<file path="src/rtl/sprite_fetch_arbiter.sv">
// Round-robin arbiter sharing one combinational sprite ROM between two renderers.
// Grant 1 cycle after req, row data 2 cycles after req, 1 fetch/cycle, no backpressure.
module sprite_fetch_arbiter #(
  parameter int NUM_REQ    = 2,
  parameter int ADDR_WIDTH = 7,
  parameter int CODE_W     = 2,
  parameter int ROW_W      = 5,
  parameter int DATA_WIDTH = 32
) (
  input  logic                      Clk,
  input  logic                      Reset_n,
  input  logic [NUM_REQ-1:0]        req,
  input  logic [NUM_REQ*CODE_W-1:0] code,
  input  logic [NUM_REQ*ROW_W-1:0]  row,
  input  logic [NUM_REQ-1:0]        mirror,
  output logic [NUM_REQ-1:0]        gnt,
  output logic [NUM_REQ-1:0]        rvalid,
  output logic [DATA_WIDTH-1:0]     rdata,
  output logic [ADDR_WIDTH-1:0]     rom_addr,
  input  logic [DATA_WIDTH-1:0]     rom_data
);

  logic                  rr_ptr;
  logic                  grant_vld;
  logic                  grant_id;
  logic [CODE_W-1:0]     grant_code;
  logic [ROW_W-1:0]      grant_row;
  logic                  grant_mir;
  logic                  s1_valid;
  logic                  s1_id;
  logic                  s1_mir;
  logic [DATA_WIDTH-1:0] rom_rev;

  // Contention goes to rr_ptr; a lone requester wins regardless of the pointer.
  always_comb begin
    grant_vld = 1'b0;
    grant_id  = 1'b0;
    if (req[0] && req[1]) begin
      grant_vld = 1'b1;
      grant_id  = rr_ptr;
    end else if (req[0]) begin
      grant_vld = 1'b1;
      grant_id  = 1'b0;
    end else if (req[1]) begin
      grant_vld = 1'b1;
      grant_id  = 1'b1;
    end
  end

  always_comb begin
    grant_code = code[CODE_W-1:0];
    grant_row  = row[ROW_W-1:0];
    grant_mir  = mirror[0];
    if (grant_id) begin
      grant_code = code[2*CODE_W-1:CODE_W];
      grant_row  = row[2*ROW_W-1:ROW_W];
      grant_mir  = mirror[1];
    end
  end

  for (genvar k = 0; k < DATA_WIDTH; k++) begin : g_rev
    assign rom_rev[k] = rom_data[DATA_WIDTH-1-k];
  end

  always_ff @(posedge Clk or negedge Reset_n) begin
    if (!Reset_n) begin
      rr_ptr   <= 1'b0;
      gnt      <= '0;
      rom_addr <= '0;
      s1_valid <= 1'b0;
      s1_id    <= 1'b0;
      s1_mir   <= 1'b0;
      rvalid   <= '0;
      rdata    <= '0;
    end else begin
      gnt      <= grant_vld ? (NUM_REQ'(1) << grant_id) : '0;
      s1_valid <= grant_vld;
      if (grant_vld) begin
        rr_ptr   <= ~grant_id;
        rom_addr <= {grant_code, grant_row};
        s1_id    <= grant_id;
        s1_mir   <= grant_mir;
      end
      // Stage 2: capture the ROM row addressed last cycle.
      rvalid <= s1_valid ? (NUM_REQ'(1) << s1_id) : '0;
      if (s1_valid) begin
        rdata <= s1_mir ? rom_rev : rom_data;
      end
    end
  end

endmodule
</file>
<file path="config.mk">
export PLATFORM = sky130hd
export DESIGN_NAME = sprite_fetch_arbiter
export DESIGN_NICKNAME = d
export VERILOG_FILES = /design/src/rtl/sprite_fetch_arbiter.sv
export SDC_FILE = /design/constraint.sdc
export NUM_CORES = 1
export LEC_CHECK = 0
export CAP_MARGIN = 0
export CORE_MARGIN = 1
export CORE_UTILIZATION = 42
export DETAILED_ROUTE_END_ITERATION = 8
export PLACE_DENSITY = 0.8
export SYNTH_ARGS = -nofsm -noshare
export SYNTH_HDL_FRONTEND = slang
export SYNTH_SLANG_ARGS = --single-unit
export TNS_END_PERCENT = 30
</file>
<file path="constraint.sdc">
create_clock -name Clk -period 1.3 [get_ports Clk]
set_input_delay 0.26 -clock Clk [delete_from_list [all_inputs] [get_ports Clk]]
set_output_delay 0.26 -clock Clk [all_outputs]
set_load 0.05 [all_outputs]
</file>
* Yosys cells after proc, flatten, opt, wreduce, memory -nomap -nowiden *
Index checks and enable logic that the tools add are counted.
W data, S select, Z words.

word-level totals
  register bits after elaboration = 47
  output and inout bits = 43
  word-level logic and storage cells = 23
  bits of input ports = 52

cells by class
  reduce and logical (&&, ||, !) cells = 1
  bitwise logic cells = 1
  shift-type cells = 2
  multiplexer cells = 11

operators by type and width
  kind                   count
  $mux W32               1
  $mux W1                6
  $mux W2                3
  $mux W5                1
  $shl A1 B1 Y2 const A  2
  $logic_and A1 B1 Y1    1
  $not A1 Y1             1

* Depth between registers and ports, before layout *
Gate-level depths: netlist of run 1.

  depth after elaboration = 5
  depth in mapped cells = 4

* Least setup slack after synthesis of run 1 *
No wires, ideal clock.

  kind = register to register
  from = register, netlist name rom_addr[0]
  to = register rom_addr[0]
  library setup time = 0.123 ns
  stages on the path, launching flop included = 4
  arrival = 1.106 ns
  buffers on the path = 0
  path slack = 0.072 ns
  clock period less this slack = 1.228 ns
  path through = dfrtp_1 -> nor2b_1 -> a211o_1 -> o221a_2

RTL lines
  item                  RTL line  source
  to (signal assigned)  80        rom_addr <= {grant_code, grant_row};
  to (decl)             19        output logic [ADDR_WIDTH-1:0] rom_addr,

* Worst setup path after layout of run 1 *
  from = register rom_addr[0]
  to = output port rom_addr[0]

No word-level cell between the ends.

==> results.json, run 1 <==
{
  "rows": 25,
  "grt_pass1_vias": 1914,
  "setup_viol": 0,
  "dpl_worst_slack_ns": -0.292,
  "final_area_sq_mm": 0.00372,
  "antenna_found_initial": 0,
  "drt-total-wl_mm": 5.17,
  "hp-class": "input pin to register",
  "clk_path_buf_depth": 2,
  "leakage_nw": 1.67,
  "io_buffer_count": 94,
  "place_inst": 348,
  "crit_required_ns": 1.04,
  "htree_levels": 2,
  "tightest_slew_ns": 0.409,
  "ctsRootBufferMaster": "clkbuf_8",
  "synth.distinct_cells": 18,
  "crit_end": "rom_addr[0]",
  "vias_per_cell": 5.00,
  "n_fill_cell": 320,
  "synth_top_flop_cell": "dfrtp_1",
  "postRouteAntennaNets": 0,
  "synth-seq-area-share_pct": 54.0,
  "layout-area-overhead-vs-synth_pct": 70.7,
  "drive_above_1_share_pct": 25.2,
  "core_sq_mm": 0.00485,
  "yosysTopAreaCellShare_pct": 54.0,
  "die_area_sq_mm": 0.00548,
  "fin_hold_ws_ns": 0.346,
  "finalHoldViolations": 0,
  "cp_max_fo": 2,
  "worst_slack_ns": 0.154,
  "p_total_mw": 4.75,
  "met1_usage_pct": 25.3,
  "grt_util_met3_pct": 3.25,
  "crit_family": "flip-flops",
  "fin_skew_ns": 0.00368,
  "finalCritPeriodShare_pct": 88.1,
  "crit_chain": "buf_12",
  "yosysMostFrequentCell": "dfrtp_1",
  "drv_cap": 0,
  "path_clk_slew_ns": 0.08,
  "dr.first_iter.drc_count": 69,
  "cp_slowest_cell": "dfrtp_1",
  "via_count": 1784,
  "finalNetCount": 341,
  "layout_min_cycle_time_ns": 1.15,
  "rsz0062_at_grt": "no",
  "place_hpwl_mm": 3.90,
  "cp_num_buf_inv": 1,
  "crit_type": "register to output pin",
  "start_kind": "register",
  "clkLatencyLatePin_ns": 0.29,
  "final_util_pct": 76.7,
  "synth.avg_cell_area_sq_um": 11.3,
  "synth_top_cells_by_count": "dfrtp_1 (47), a21oi_1 (32), mux2i_1 (32), nor2_1 (32), nor2b_1 (9)",
  "grt_max_degree": 48,
  "drc_errors": 0,
  "async_flop_share_pct": 100,
  "relSlewSlack_pct": 72.7,
  "critPathLaunch": "rom_addr[0]$_DFFE_PN0N_",
  "r2r_end": "rom_addr[3]$_DFFE_PN0N_",
  "initial_core_util_pct": 44.9,
  "grt_first_pass_wirelength_mm": 8.60,
  "place_congestion": 0.717,
  "die_w_um": 74.0,
  "crit_cells": 1,
  "numCtsBuffers": 5,
  "worst_ep_arrival_time_ns": 0.89,
  "synth_edf_count": 0,
  "fmax_mhz": 873,
  "synthTopCellsByArea": "dfrtp_1 (54%), mux2i_1 (15%), a21oi_1 (7.4%)",
  "clock-sinks": 47,
  "dpl-instance-area_sq_mm": 0.00362,
  "netlist_area_sq_mm": 0.00218,
  "antenna_cells": 0,
  "cp_slowest_stage_delay_ns": 0.43,
  "wl_per_cell_um": 14.5,
  "synth_seq_cells": 47,
  "power.density_mw_per_mm2": 1280,
  "reg2reg_from": "rr_ptr$_DFFE_PN0N_",
  "critPathCaptureType": "output pin",
  "firstDrtPassIters": 4,
  "synth_nets": 245,
  "synth_area_leader_cell": "dfrtp_1",
  "layoutNonFillerInstCount": 357,
  "cts_tree": "done",
  "yosys_warnings": 0,
  "r2r_setup_slack_ns": 0.17,
  "tns_ns": 0,
  "vdd_drop_max_v": 0.00105,
  "globalRouteMet2Util_pct": 36.6,
  "busiest_layer": "met2",
  "outcome": "completed",
  "fp.dieH_um": 74.0,
  "post-cts-setup-buffer-count": 0,
  "drv_slew": 0,
  "ios": 95,
  "grt-ovfl-total": 0,
  "rr_worst_depth": 4,
  "grt_util_all_layers_pct": 20.7,
  "synthCells": 193
}
state kept, by name (all words and copies together) (netlist names):
signal,count
rvalid,2
rom_addr,7
s1_id,1
s1_valid,1
rdata,32
rr_ptr,1
gnt,2
s1_mir,1
how the worst min path moves through the flow:
stage                                  from                    end  slack, ns  cells past startpoint
after detailed placement            Reset_n  rdata[17]$_DFFE_PN0P_       0.26                      2
after CTS                 s1_id$_DFFE_PN0N_    rvalid[0]$_DFF_PN0_       0.48                      1
final                                req[0]       gnt[0]$_DFF_PN0_       0.35                      2
after floorplan                     Reset_n       gnt[0]$_DFF_PN0_      -0.04                      0
after global routing                 req[0]       gnt[0]$_DFF_PN0_       0.34                      2
after global placement              Reset_n  rdata[14]$_DFFE_PN0P_       0.26                      2
placed cells by master, fill, tap and decap left out:
| cell type | netlist | routed |
|---|---|---|
| buf_2 | 5 | 1 |
| nand2b_1 | 1 | 1 |
| mux2i_1 | 32 | 32 |
| dlymetal6s2s_1 | 0 | 1 |
| buf_4 | 0 | 5 |
| clkbuf_8 | 0 | 5 |
| nor2b_1 | 9 | 9 |
| inv_1 | 3 | 3 |
| dfrtp_2 | 0 | 2 |
| or2_2 | 1 | 1 |
| o21ai_0 | 2 | 2 |
| nand2_4 | 1 | 1 |
| a21oi_1 | 32 | 32 |
| a211o_1 | 8 | 8 |
| nor2_1 | 32 | 32 |
| buf_12 | 0 | 47 |
| clkdlybuf4s50_1 | 0 | 49 |
| clkinv_2 | 0 | 3 |
| o221a_2 | 8 | 8 |
| a21boi_0 | 1 | 1 |
| dfrtp_1 | 47 | 45 |
| and2_1 | 1 | 1 |
| dlygate4sd3_1 | 0 | 1 |
cell type report:
class | count | area (sq um) | area share (%)
Clock buffer | 5 | 68.8 | 1.85
Clock inverter | 3 | 15.0 | 0.404
Inverter | 3 | 11.3 | 0.303
Multi-Input combinational cell | 128 | 865 | 23.3
Sequential cell | 47 | 1180 | 31.7
Tap cell | 67 | 83.8 | 2.25
Timing Repair Buffer | 104 | 1500 | 40.2
power breakdown:
group / total [mW] / switching (mW) / internal (mW)
Sequential: 1.85 / 0.203 / 1.65
Clock: 0.838 / 0.470 / 0.369
Combinational: 2.06 / 1.00 / 1.06
Total: 4.75 / 1.68 / 3.08
layer usage:
layer / vias up / routed length (um) / share of wire [%]
met2: 59 / 2750 / 53
li1: 872 / - / -
met1: 849 / 2130 / 41
met3: 4 / 222 / 4.3
met4: 0 / 70 / 1.4
met5: - / 0 / 0
cell families after synthesis:
| kind of cell | after synthesis | share of synthesized area, % |
|---|---|---|
| flip-flops | 47 | 54.0 |
| multiplexers | 32 | 14.7 |
| buffers and inverters | 18 | 6.32 |
| AO/OA/AOI/OAI | 51 | 15.5 |
| AND/OR/NAND/NOR | 45 | 9.48 |
timing repair:
item	4_1_cts	5_1_grt
hold buffers	1	0
setup endpoints to repair	0	5
endpoints found under the hold margin	47	0
resized for setup	0	1
No activity file was read; power rests on OpenSTA's default activity.
==> run 2: changes to the inputs <==
--- a/config.mk
+++ b/config.mk
@@ -6,10 +6,12 @@
 export NUM_CORES = 1
 export LEC_CHECK = 0
 export CAP_MARGIN = 0
+export CELL_PAD_IN_SITES_DETAIL_PLACEMENT = 1
+export CELL_PAD_IN_SITES_GLOBAL_PLACEMENT = 2
 export CORE_MARGIN = 1
-export CORE_UTILIZATION = 42
+export CORE_UTILIZATION = 25
 export DETAILED_ROUTE_END_ITERATION = 8
-export PLACE_DENSITY = 0.8
+export PLACE_DENSITY_LB_ADDON = 0.1
 export SYNTH_ARGS = -nofsm -noshare
 export SYNTH_HDL_FRONTEND = slang
 export SYNTH_SLANG_ARGS = --single-unit
==> run 2 against run 1 <==
Clock power grew 5.3%. Final cell count grew 11%. Sequential power is essentially flat. Die area grew 66%. Worst hold slack gained 0.11 ns. Clock-buffer cell count grew 1. Sequential cell count is the same. Total power grew 1.1%. Sequential share of layout area shrank 0.53 points. Maximum frequency shrank 4.8%. Global-route usage shrank 7.0 points. Largest cell class unchanged. Largest power group unchanged. Highest routed layer unchanged.
==> results.json, run 2 (synthesized netlist as in run 1, its figures left out) <==
{
  "fin_skew_ns": 0.00615,
  "relSlewSlack_pct": 80.1,
  "io_buffer_count": 94,
  "rr_worst_depth": 3,
  "crit_chain": "clkdlybuf4s50_1 > buf_12 > nor2b_1 > a211o_1 > o221a_2",
  "rows": 33,
  "worst_ep_arrival_time_ns": 1.39,
  "vdd_drop_max_v": 0.000463,
  "place_congestion": 0.713,
  "final_cell_mix": "clkdlybuf4s50_1 (50), buf_12 (47), dfrtp_1 (45)",
  "firstDrtPassIters": 3,
  "tns_ns": 0,
  "antenna_cells": 0,
  "setup_viol": 0,
  "crit_cells": 5,
  "power.density_mw_per_mm2": 1270,
  "postRouteAntennaNets": 0,
  "grt_max_degree": 48,
  "ios": 95,
  "fmax_mhz": 831,
  "final_common_cell": "clkdlybuf4s50_1",
  "drt-total-wl_mm": 5.72,
  "start_kind": "input pin",
  "layout_min_cycle_time_ns": 1.20,
  "core_sq_mm": 0.00834,
  "cp_slowest_stage_delay_ns": 0.53,
  "wl_per_cell_um": 14.4,
  "p_total_mw": 4.80,
  "n_fill_cell": 884,
  "drv_cap": 0,
  "crit_type": "input pin to register",
  "ctsRootBufferMaster": "clkbuf_8",
  "antenna_found_initial": 0,
  "tightest_slew_ns": 0.298,
  "clkLatencyLatePin_ns": 0.29,
  "cts_repair_resize_count": 0,
  "numCtsBuffers": 5,
  "multiInputGateArea_sq_um": 865,
  "die_w_um": 95.3,
  "worst_slack_ns": 0.0967,
  "layout-area-overhead-vs-synth_pct": 73.6,
  "htree_levels": 2,
  "die_area_sq_mm": 0.00909,
  "seq_area_sq_mm": 0.00118,
  "cp_num_buf_inv": 2,
  "crit_required_ns": 1.48,
  "dr.first_iter.drc_count": 34,
  "grt-ovfl-total": 0,
  "outcome": "completed",
  "drv_slew": 0,
  "finalHoldViolations": 0,
  "fp.dieH_um": 95.3,
  "hp-class": "input pin to asynchronous set/reset pin",
  "cts_tree": "done",
  "finalNetCount": 343,
  "cp_slowest_cell": "clkdlybuf4s50_1",
  "cp_max_fo": 19,
  "drc_errors": 0,
  "largest_reg_flops": 32,
  "finalCritPeriodShare_pct": 92.6,
  "crit_family": "buffers and inverters",
  "grt_first_pass_wirelength_mm": 9.47,
  "path_clk_slew_ns": 0.08,
  "initial_core_util_pct": 26.1,
  "top_register": "rdata",
  "vias_per_cell": 4.55,
  "final_util_pct": 45.3,
  "dpl_worst_slack_ns": -0.223,
  "drive_above_1_share_pct": 25.4,
  "leakage_nw": 1.67,
  "grt_util_all_layers_pct": 13.7,
  "grt_pass1_vias": 1892,
  "place_hpwl_mm": 4.19,
  "critPathCaptureType": "register",
  "top_regs": "rdata (32), rom_addr (7)",
  "clock-sinks": 47,
  "via_count": 1801,
  "clk_path_buf_depth": 2,
  "rsz0062_at_grt": "no"
}
[run 2: path summary, 6_finish.rpt]
| kind | from | endpoint | slack, ns |
|---|---|---|---|
| max | req[0] | rom_addr[0]$_DFFE_PN0N_ | 0.1 |
| min | Reset_n | rdata[2]$_DFFE_PN0P_ | 0.46 |
| max reg2reg | s1_mir$_DFFE_PN0N_ | rdata[5]$_DFFE_PN0P_ | 0.18 |
| min reg2reg | s1_id$_DFFE_PN0N_ | rvalid[0]$_DFF_PN0_ | 0.47 |
| max in group asynchronous | Reset_n | s1_valid$_DFF_PN0_ | 0.59 |
| min in group Clk | s1_id$_DFFE_PN0N_ | rvalid[0]$_DFF_PN0_ | 0.47 |
[run 2: report_power, final]
part / internal (mW) / switching [mW] / leakage [nW]
Combinational: 1.06 / 1.01 / 1.09
Clock: 0.418 / 0.464 / 0.0470
Sequential: 1.65 / 0.203 / 0.538
Total: 3.12 / 1.68 / 1.67
[run 2: stage by stage]
stage | hold WS [ns] | std cells | area [sq um]
final | 0.460 | 396 | 3780
after global routing | 0.490 | 396 | 3780
after CTS | 0.467 | 396 | 3780
after detailed placement | 0.269 | 388 | 3680
after global placement | 0.272 | 388 | 3680
after floorplan | -0.0356 | 193 | 2180
[run 2: final cells by class]
| cell class | count | share of cell area, % |
|---|---|---|
| clock buffers | 6 | 2.18 |
| clock inverters | 1 | 0.132 |
| inverters | 3 | 0.298 |
| multi-input cells | 128 | 22.9 |
| flip-flops and latches | 47 | 31.2 |
| well taps | 105 | 3.47 |
| repair buffers | 106 | 39.9 |
[run 2: worst min-delay path: stages]
cell	delay, ns
dlygate4sd3_1	0.52
buf_2	0.12
buf_12	0.24
[run 2: timing repair]
action / 4_1_cts / 5_1_grt
endpoints found under the hold margin: 47 / 0
hold buffers: 1 / 0
setup buffers: 0 / 0
[run 2: routing by layer]
metal | GRT usage (%) | up-vias | wire length (um) | part of all wire, %
li1 | - | 872 | - | -
met1 | 17.3 | 867 | 2460 | 43
met2 | 22.3 | 56 | 2750 | 48
met3 | 4.78 | 6 | 448 | 7.8
met4 | 3.41 | 0 | 60 | 1.0
met5 | 0 | - | 0 | 0
